$ cat src/rtl/inst_if.sv
// Instruction hand-off between the switch/button front-end and the calculator core.
// Issue semantics: inst_vld is a one-cycle strobe that carries inst_wd; the master only raises it
// in a cycle where core_busy was low when the issue was decided, and core_busy is the core's inverted ready.
interface inst_if;
  logic [7:0] inst_wd;
  logic       inst_vld;
  logic       core_busy;

  modport master (
    output inst_wd,
    output inst_vld,
    input  core_busy
  );

  modport slave (
    input  inst_wd,
    input  inst_vld,
    output core_busy
  );
endinterface

$ cat src/rtl/inst_capture.sv
// Step-button front-end: synchronises and debounces btnS, latches the slide switches on a
// clean press and issues exactly one instruction per press, holding it while the core is busy.
module inst_capture #(
  parameter int DEBOUNCE_CYCLES = 100000,
  parameter int CNT_W           = 17
) (
  input  logic       clk,
  input  logic       rst,
  input  logic [7:0] sw,
  input  logic       btn_in,
  inst_if.master     core,
  output logic       pending,
  output logic [7:0] issue_cnt,
  output logic [1:0] state_dbg,
  output logic       btn_db_dbg
);

  localparam logic [1:0] S_IDLE    = 2'd0;
  localparam logic [1:0] S_WAIT    = 2'd1;
  localparam logic [1:0] S_ISSUE   = 2'd2;
  localparam logic [1:0] S_RELEASE = 2'd3;

  localparam logic [CNT_W-1:0] CNT_MAX = CNT_W'(DEBOUNCE_CYCLES - 1);

  logic             btn_s1;
  logic             btn_s2;
  logic             btn_db;
  logic             btn_db_d;
  logic             press_evt;
  logic [CNT_W-1:0] db_cnt;

  logic [1:0]       state;
  logic [1:0]       state_nxt;
  logic             capture;
  logic [7:0]       inst_wd_q;
  logic             inst_vld_q;
  logic             pending_q;
  logic [7:0]       issue_cnt_q;

  // Two-flop synchroniser; the switches are sampled raw because they must be static at capture.
  always_ff @(posedge clk or posedge rst) begin
    if (rst) begin
      btn_s1 <= 1'b0;
      btn_s2 <= 1'b0;
    end else begin
      btn_s1 <= btn_in;
      btn_s2 <= btn_s1;
    end
  end

  // A new level is accepted only after DEBOUNCE_CYCLES consecutive mismatching cycles.
  always_ff @(posedge clk or posedge rst) begin
    if (rst) begin
      btn_db <= 1'b0;
      db_cnt <= '0;
    end else if (btn_s2 == btn_db) begin
      db_cnt <= '0;
    end else if (db_cnt == CNT_MAX) begin
      btn_db <= btn_s2;
      db_cnt <= '0;
    end else begin
      db_cnt <= db_cnt + CNT_W'(1);
    end
  end

  always_ff @(posedge clk or posedge rst) begin
    if (rst) begin
      btn_db_d  <= 1'b0;
      press_evt <= 1'b0;
    end else begin
      btn_db_d  <= btn_db;
      press_evt <= btn_db & ~btn_db_d;
    end
  end

  always_comb begin
    state_nxt = state;
    capture   = 1'b0;
    case (state)
      S_IDLE: begin
        if (press_evt) begin
          capture   = 1'b1;
          state_nxt = core.core_busy ? S_WAIT : S_ISSUE;
        end
      end
      S_WAIT: begin
        if (!core.core_busy) state_nxt = S_ISSUE;
      end
      S_ISSUE: begin
        state_nxt = S_RELEASE;
      end
      S_RELEASE: begin
        if (!btn_db) state_nxt = S_IDLE;
      end
      default: begin
        state_nxt = S_IDLE;
      end
    endcase
  end

  // Outputs are registered from the next state so inst_vld and pending line up with the state.
  always_ff @(posedge clk or posedge rst) begin
    if (rst) begin
      state       <= S_IDLE;
      inst_wd_q   <= 8'h00;
      inst_vld_q  <= 1'b0;
      pending_q   <= 1'b0;
      issue_cnt_q <= 8'h00;
    end else begin
      state      <= state_nxt;
      inst_vld_q <= (state_nxt == S_ISSUE);
      pending_q  <= (state_nxt == S_WAIT);
      if (capture) inst_wd_q <= sw;
      if (state_nxt == S_ISSUE) issue_cnt_q <= issue_cnt_q + 8'd1;
    end
  end

  assign core.inst_wd  = inst_wd_q;
  assign core.inst_vld = inst_vld_q;
  assign pending       = pending_q;
  assign issue_cnt     = issue_cnt_q;
  assign state_dbg     = state;
  assign btn_db_dbg    = btn_db;

endmodule
$ cat src/flat_wrapper.sv
// flat-port wrapper written by rule: the top's interface ports become plain ports
module inst_capture_flat 
#(
  parameter int DEBOUNCE_CYCLES = 100000,
  parameter int CNT_W           = 17
)
  (clk, rst, sw, btn_in, pending, issue_cnt, state_dbg, btn_db_dbg, core_inst_wd, core_inst_vld, core_core_busy);
  inst_if core_i ();
  input  logic clk;
  input  logic rst;
  input  logic [7:0] sw;
  input  logic btn_in;
  output logic pending;
  output logic [7:0] issue_cnt;
  output logic [1:0] state_dbg;
  output logic btn_db_dbg;
  output wire logic [$bits(core_i.inst_wd)-1:0] core_inst_wd;
  output wire logic [$bits(core_i.inst_vld)-1:0] core_inst_vld;
  input wire logic [$bits(core_i.core_busy)-1:0] core_core_busy;
  assign core_inst_wd = core_i.inst_wd;
  assign core_inst_vld = core_i.inst_vld;
  assign core_i.core_busy = core_core_busy;
  inst_capture #(.DEBOUNCE_CYCLES(DEBOUNCE_CYCLES), .CNT_W(CNT_W)) u_core (.clk(clk), .rst(rst), .sw(sw), .btn_in(btn_in), .core(core_i), .pending(pending), .issue_cnt(issue_cnt), .state_dbg(state_dbg), .btn_db_dbg(btn_db_dbg));
endmodule
$ cat config.mk
export PLATFORM = sky130hd
export DESIGN_NAME = inst_capture_flat
export DESIGN_NICKNAME = d
export VERILOG_FILES = /design/src/rtl/inst_if.sv /design/src/rtl/inst_capture.sv /design/src/flat_wrapper.sv
export SDC_FILE = /design/constraint.sdc
export NUM_CORES = 1
export LEC_CHECK = 0
export BUFFER_PORTS_ARGS = -buffer_cell sky130_fd_sc_hd__buf_2
export CAP_MARGIN = 30
export CORE_AREA = 8 8 59 85
export DETAILED_ROUTE_END_ITERATION = 7
export DIE_AREA = 0 0 67 93
export PLACE_DENSITY = 0.7
export SKIP_CTS_REPAIR_TIMING = 1
export SLEW_MARGIN = 20
export SYNTH_ARGS = -nofsm -noshare
export SYNTH_HDL_FRONTEND = slang
export SYNTH_SLANG_ARGS = --single-unit
export TNS_END_PERCENT = 1
$ cat constraint.sdc
create_clock -name clk -period 2.95 [get_ports clk]
set_input_delay 0.295 -clock clk [delete_from_list [all_inputs] [get_ports clk]]
set_output_delay 0.295 -clock clk [all_outputs]
set_load 0.01 [all_outputs]
* Yosys cells after proc, flatten, opt, wreduce, memory -nomap -nowiden
Index checks and enable logic that the tools add are counted.
** Storage, ports and cells
- Register bits after elaboration :: 42
- Input bits :: 12
- Output and inout port bits :: 21
** Operators by class
- Add/sub/neg operators :: 2
- Eq/ne operators :: 7
- Multiplexer cells :: 9
- Bitwise operators :: 3
- Reductions and logical operators :: 2
** Operators by type and width (count)
- 17-bit two-way mux :: 2
- 17-bit by 1-bit adder with 17-bit output (second input constant) :: 1
- 17-bit == test (second input constant) :: 1
- 8-bit by 1-bit adder with 8-bit output (second input constant) :: 1
- 2-bit two-way mux :: 4
- 2-bit one-hot mux with 4 select lines :: 1
- 2-bit == test (second input constant) :: 3
- 2-bit by 1-bit == test with 1-bit output (second input constant) :: 2
- 2-bit zero test :: 1
- 1-bit two-way mux :: 2
- 1-bit NOT :: 2
- 2-bit AND reduction :: 1
- 1-bit bitwise AND :: 1
- 1-bit == test :: 1

* Depth between registers and ports, before layout
Gate-level depths: netlist (run 1).
- Depth in word-level cells :: 4
- Depth in mapped cells :: 6
- Mapped depth without buffers :: 5

* Worst setup path before layout (run 1)
OpenSTA, ideal clock, no wires.
- Kind :: flip-flop to flip-flop
- From :: reg u_core.db_cnt[0]
- To :: reg u_core.db_cnt[11]
- Library setup time :: 0.071 ns
- Arrival :: 1.494 ns
- Data required time :: 2.879 ns
- Setup slack :: 1.385 ns
- Stages on the path, launching flop included :: 7
- Buffers on the path :: 2
- Cells stage by stage :: dfrtp_1 > ha_1 > and4_1 > buf_2 > a41o_2 > buf_6 > nor2_1
** Between the ends
- Longest elaborated chain between the ends :: 3
** RTL lines
- start: declaration :: line inst_capture.sv:30 : logic [CNT_W-1:0] db_cnt;
- start signal: assignment :: line inst_capture.sv:62 : db_cnt <= db_cnt + CNT_W'(1);
- 17-bit by 1-bit adder with 17-bit output / 17-bit == test (equally long branches) :: line inst_capture.sv:62, inst_capture.sv:58
- 17-bit two-way mux (*) :: line inst_capture.sv:58 : end else if (db_cnt == CNT_MAX) begin
- 17-bit two-way mux (*) :: line inst_capture.sv:56 : end else if (btn_s2 == btn_db) begin
Every way passes the cells marked *; elsewhere a longest branch is shown, timed or not.
A chain may end at the register's enable or synchronous reset.

* Worst setup path in the final report (run 1)
- From :: reg u_core.db_cnt[5]
- To :: reg u_core.db_cnt[3]
** Between the ends
- Longest elaborated chain between the ends :: 3
** RTL lines (line)
- 17-bit == test :: inst_capture.sv:58
- 17-bit two-way mux :: inst_capture.sv:58
- 17-bit two-way mux :: inst_capture.sv:56
Every way passes these cells.

==> results.toml, run 1 <==
[detailed_routing]
route.vias.total = 1249
first_pass_iters = 6
detail_route.vias_per_cell = 5.38
drt.antenna.violating_nets = 0
post-route-drc-count = 0
wl_um = 3480
route.detailed.wl_per_inst_um = 15.0
first_iter_violations = 62

[yosys]
netlist_instances = 149
syn-num-nets = 163
synth.lib_cells_used.distinct = 29
synth-warning-count = 0
synth.yosys.seq_area_share = 0.583
ys_seq_elements = 42
syn-cell-area_sq_um = 1800
synthesized_area_divided_by_synthesized_cell_count_sq_um = 12.1

[critical_path]
cp.arrival_ns = 1.80
worst-path-max-fanout = 16
worstSetupEndpointType = "register"
timing.critical_path.buf_inv = 0
critical-path-slowest-cell = "dfrtp_1"
crit_type = "reg2reg"
cpPeakStageDelay_ns = 0.47
start_kind = "register"
ordered_list_of_cells_on_the_worst_path = "nand4bb_1 > nor4_2 > a41o_2 > nor2_1"
required_ns = 3.12
worst_path_dominant_cell_family = "simple AND/OR/NAND/NOR gates"

[hold_path]
hold_path.class = "in2reg"

[finish]
n_antenna_cell = 0
final_stage_net_count = 200
layout_commonest_cell = "dfrtp_1"
finalInstanceArea_sq_um = 2090
drive_above_1_share = 0.294
layout_common_cells = "dfrtp_1 (42), buf_2 (32), nor2_1 (18)"
area_growth_pct = 16.1

[floorplan]
floorplan.die.width_um = 67
die_h_um = 93
die_area_sq_um = 6230
core_region_area_sq_um = 3850
initial_core_util = 0.468
num_rows = 28
top_level_ports = 33

[clock_tree]
insertion_delay_ns = 0.29
ctsRootBufferMaster = "clkbuf_8"
tritoncts = "built"
clock_path_buffers = 2
numCtsBuffers = 5
ctsHtreeMaxLevel = 2
path_clk_slew_ns = 0.08
cts.sink_count = 42

[power_and_ir_drop]
switching_share = 0.222
seq_power_share = 0.600
clockPowerShare = 0.368
p_leak_nw = 1.04
internal_power_w = 0.000758
p_per_area_nw_per_um2 = 466
p_comb_frac = 0.032
ir_worst_vdd_mv = 0.302
power.switching_w = 0.000217

[timing]
final-hold-violation-count = 0
setup_total_negative_slack_ns = 0
period_minus_slack_ns = 1.63
timing.hold.ws_ns = 0.109
fin_skew_ns = 0.00642
max_freq_mhz = 614
rsz0062_at_grt = "false"
worst-slew-pin-transition_ns = 0.589
maxSlewViolCount = 0
fin_crit_sh = 0.552
report.final.setup_viol = 0
max_slew_margin = 0.606

[place]
hpwl_um = 2530
buffer_ports.inserted = 32
gp_routability_congestion = 0.818
placement.cell_area_sq_um = 2010

[run]
drv.max_cap_violation_count = 0

[grt]
grt_antenna_before_repair = 0
grt_use_total = 0.121
first_global_vias = 1314
grt_start_max_net_pins = 43
total_congestion_overflow_after_global_routing = 0
first_pass_grt_wire_length_um = 5950

[status]
result_of_the_run = "finished, final reports clean"
==> synth_stat cells <==
cell type   n  area (sq um)
clkbuf_1    1          3.75
nor2_2      1          6.26
nor2_1     18          67.6
nor3b_2     1          12.5
buf_6       1          11.3
nor4_2      1          12.5
a21boi_0    1          7.51
and4_1      3          26.3
dfrtp_1    42          1050
buf_2       1          5.00
ha_1        2          25.0
o21a_1      2          15.0
nand3b_1    1          7.51
and3_1      2          12.5
nand4_1    11          68.8
xor2_1      9          78.8
inv_1       3          11.3
and4_2      1          10.0
nor2b_1     1          6.26
mux2_2     10           113
nand3_1     6          30.0
a41o_2      1          11.3
nand4bb_1   1          11.3
and2_1      1          6.26
nor4_1      3          18.8
xnor2_1    14           123
o21bai_1    1          7.51
nor3_1      4          20.0
nand2_1     6          22.5
==> power groups by stage <==
stage / clock network (W) / registers, W / logic (W)
finish: 0.000359 / 0.000584 / 0.0000311
floorplan: 0 / 0.000595 / 0.0000200
detailed placement: 0 / 0.000596 / 0.0000324
global route: 0.000399 / 0.000585 / 0.0000366
global placement: 0 / 0.000595 / 0.0000307
CTS: 0.000373 / 0.000584 / 0.0000324
==> metrics by stage <==
step | cells | setup slack, ns | total power, W | util
global placement | 224 | 1.40 | 0.000626 | 0.520
detailed placement | 224 | 1.31 | 0.000628 | 0.520
floorplan | 149 | 1.38 | 0.000615 | -
finish | 232 | 1.32 | 0.000974 | 0.543
global route | 232 | 1.20 | 0.00102 | 0.543
CTS | 232 | 1.30 | 0.000990 | 0.543
==> cell families after synthesis <==
group | share of synthesized area
AO/OA/AOI/OAI | 0.0229
buffers and inverters | 0.0174
adder cells (fa/ha/maj) | 0.0139
XOR/XNOR | 0.112
AND/OR/NAND/NOR | 0.188
flip-flops | 0.583
multiplexers | 0.0625
==> per-layer routing <==
layer / global-route usage / vias to the layer above / wire length [um] / share of wire
li1: - / 595 / - / -
met5: 0 / - / 0 / 0
met4: 0.0543 / 0 / 85 / 0.024
met1: 0.126 / 611 / 1290 / 0.37
met3: 0.0359 / 8 / 209 / 0.060
met2: 0.215 / 35 / 1890 / 0.54
==> worst paths after layout <==
| check | start | to | slack [ns] | cells after the start |
|---|---|---|---|---|
| setup / recovery | u_core.db_cnt[5]$_DFF_PP0_ | u_core.db_cnt[3]$_DFF_PP0_ | 1.32 | 4 |
| hold / removal | btn_in | u_core.btn_s1$_DFF_PP0_ | 0.11 | 1 |
| setup reg to reg | u_core.db_cnt[5]$_DFF_PP0_ | u_core.db_cnt[3]$_DFF_PP0_ | 1.32 | 4 |
| hold reg to reg | u_core.btn_s1$_DFF_PP0_ | u_core.btn_s2$_DFF_PP0_ | 0.36 | 0 |
| max in group asynchronous | rst | u_core.issue_cnt[2]$_DFFE_PP0N_ | 2.47 | 3 |
| min in group asynchronous | rst | u_core.core.inst_wd[1]$_DFFE_PP0P_ | 0.12 | 3 |
==> final cells by class <==
type	instances	area, sq um
Clock buffer	6	72.6
Clock inverter	2	13.8
Fill cell	348	1760
Inverter	3	11.3
Multi-Input combinational cell	101	719
Sequential cell	42	1050
Tap cell	45	56.3
Timing Repair Buffer	33	168
==> registers in the layout, summed over array words and instances, names as in the netlist, 2 cells and up <==
| signal | flops |
|---|---|
| u_core.state_dbg | 2 |
| u_core.issue_cnt | 8 |
| u_core.core.inst_wd | 8 |
| u_core.db_cnt | 17 |
No activity file was read; power rests on OpenSTA's default activity.
==> inputs of run 2 (changes only) <==
CORE_AREA = 8 8 59 86   (was 8 8 59 85)
DIE_AREA = 0 0 67 94   (was 0 0 67 93)
PLACE_DENSITY = 0.72   (was 0.7)
clock period = 1.36 ns   (was 2.95 ns; I/O delays follow)
==> results.toml, run 2 (synthesis results as in run 1) <==
[critical_path]
worst-path-max-fanout = 3
reg2reg_setup_slack_ns = -0.14
cp.depth = 4
ff2ff_path_depth = 4
cpPeakStageDelay_ns = 0.39
timing.critical_path.buf_inv = 0
r2r_end = "u_core.btn_db_dbg$_DFFE_PP0P_"
ordered_list_of_cells_on_the_worst_path = "nand4bb_4 > nor4_4 > nand4_1 > mux2_2"
worst_path_dominant_cell_family = "simple AND/OR/NAND/NOR gates"
start_kind = "register"
required_ns = 1.55
worstSetupEndpointType = "register"
regToRegStartpoint = "u_core.db_cnt[6]$_DFF_PP0_"
cp.arrival_ns = 1.68
critical-path-slowest-cell = "dfrtp_1"
crit_type = "reg2reg"

[power_and_ir_drop]
p_per_area_nw_per_um2 = 936
ir_worst_vdd_mv = 0.660
p_leak_nw = 1.15

[clock_tree]
clock_path_buffers = 2
cts.sink_count = 42
numCtsBuffers = 5
ctsRootBufferMaster = "clkbuf_8"
insertion_delay_ns = 0.29
path_clk_slew_ns = 0.08
ctsHtreeMaxLevel = 2
tritoncts = "built"

[finish]
largest_register_ff_count = 17
layout_commonest_cell = "dfrtp_1"
regMostFlops = "u_core.db_cnt"
n_antenna_cell = 0
drive_above_1_share = 0.386
final_stage_net_count = 220
layout_common_cells = "dfrtp_1 (41), buf_2 (32), nor2_1 (18), buf_4 (18), xnor2_1 (14)"
area_growth_pct = 29.2

[floorplan]
core_region_area_sq_um = 3850
die_area_sq_um = 6300
num_rows = 28
top_level_ports = 33
floorplan.die.width_um = 67
die_h_um = 94
initial_core_util = 0.468

[timing]
final_critical_path_setup_slack_ns = -0.136
final-hold-violation-count = 42
timing.hold.ws_ns = -0.0384
period_minus_slack_ns = 1.50
max_freq_mhz = 668
fin_crit_sh = 1.10
maxSlewViolCount = 0
setup_total_negative_slack_ns = -1.63
report.final.setup_viol = 17
worst-slew-pin-transition_ns = 0.508
max_slew_margin = 0.661
rsz0062_at_grt = "true"
fin_skew_ns = 0.00695

[place]
post_placement_setup_slack_ns = -0.144
gp_routability_congestion = 0.827
hpwl_um = 2910
buffer_ports.inserted = 32

[grt]
groute.layer.met1.usage = 0.134
total_congestion_overflow_after_global_routing = 0
globalRoute.busiestLayer = "met2"
grt_antenna_before_repair = 0
grt_use_met2 = 0.233
first_global_vias = 1405
first_pass_grt_wire_length_um = 6470
met3_capacity_usage_during_global_routing = 0.0394
grt_use_total = 0.131
grt_start_max_net_pins = 43

[detailed_routing]
detail_route.vias_per_cell = 5.44
first_iter_violations = 43
drt.antenna.violating_nets = 0
post-route-drc-count = 0
first_pass_iters = 4
route.detailed.wl_per_inst_um = 16.3
wl_um = 4110
route.vias.total = 1372

[status]
violations = "hold timing, setup timing"
result_of_the_run = "finished, violations left"

[hold_path]
hold_path.class = "in2async"

[run]
drv.max_cap_violation_count = 0
==> run 2: cell count changes in the layout (fill, tap and decap cells not counted), sizes merged <==
cell | previous run | this run
buf | 33 | 51
a41o | 1 | 2
clkinv | 2 | 1
clkinvlp | 0 | 1
dlygate4sd3 | 0 | 1
==> run 2: layout make-up <==
cell class | instances | area (sq um)
clock buffer | 6 | 82.6
clock inverter | 2 | 12.5
fill | 306 | 1530
inverter | 3 | 11.3
multi-input combinational | 102 | 787
sequential | 42 | 1050
tap | 45 | 56.3
timing repair buffer | 52 | 325
==> run 2: per-layer routing <==
layer	part of all wire	vias to the layer above
met1	0.37	682
met5	0	-
met3	0.076	8
met4	0.020	0
met2	0.53	42
li1	-	640
==> run 2: stage by stage <==
stage | area (sq um) | power (W) | std cells | utilization
6_report | 2330 | 0.00218 | 252 | 0.604
3_3_place_gp | 2160 | 0.00137 | 240 | 0.560
5_1_grt | 2330 | 0.00228 | 252 | 0.604
4_1_cts | 2250 | 0.00220 | 248 | 0.584
3_5_place_dp | 2160 | 0.00138 | 240 | 0.560
2_1_floorplan | 1830 | 0.00134 | 149 | -
==> run 2: worst max-delay path by stage <==
stage | start | endpoint | slack, ns
after floorplan | u_core.state_dbg[1]$_DFF_PP0_ | u_core.core.inst_wd[0]$_DFFE_PP0P_ | -0.04
after global placement | u_core.db_cnt[6]$_DFF_PP0_ | u_core.btn_db_dbg$_DFFE_PP0P_ | -0.009
after detailed placement | u_core.db_cnt[6]$_DFF_PP0_ | u_core.db_cnt[2]$_DFF_PP0_ | -0.14
after CTS | u_core.db_cnt[6]$_DFF_PP0_ | u_core.db_cnt[2]$_DFF_PP0_ | -0.15
after global routing | u_core.db_cnt[6]$_DFF_PP0_ | u_core.btn_db_dbg$_DFFE_PP0P_ | -0.21
final | u_core.db_cnt[6]$_DFF_PP0_ | u_core.btn_db_dbg$_DFFE_PP0P_ | -0.14
==> run 2: worst register-to-register path: stages, from the launching register on <==
cell,delay (ns)
dfrtp_1,0.39
nand4bb_4,0.24
nor4_4,0.31
nand4_1,0.16
mux2_2,0.30
==> run 2: power by group <==
part           internal, W  total [W]  switching (W)
Clock             0.000408   0.000820       0.000412
Combinational    0.0000385  0.0000931      0.0000545
Sequential         0.00126    0.00126     0.00000680
Total              0.00170    0.00218       0.000474
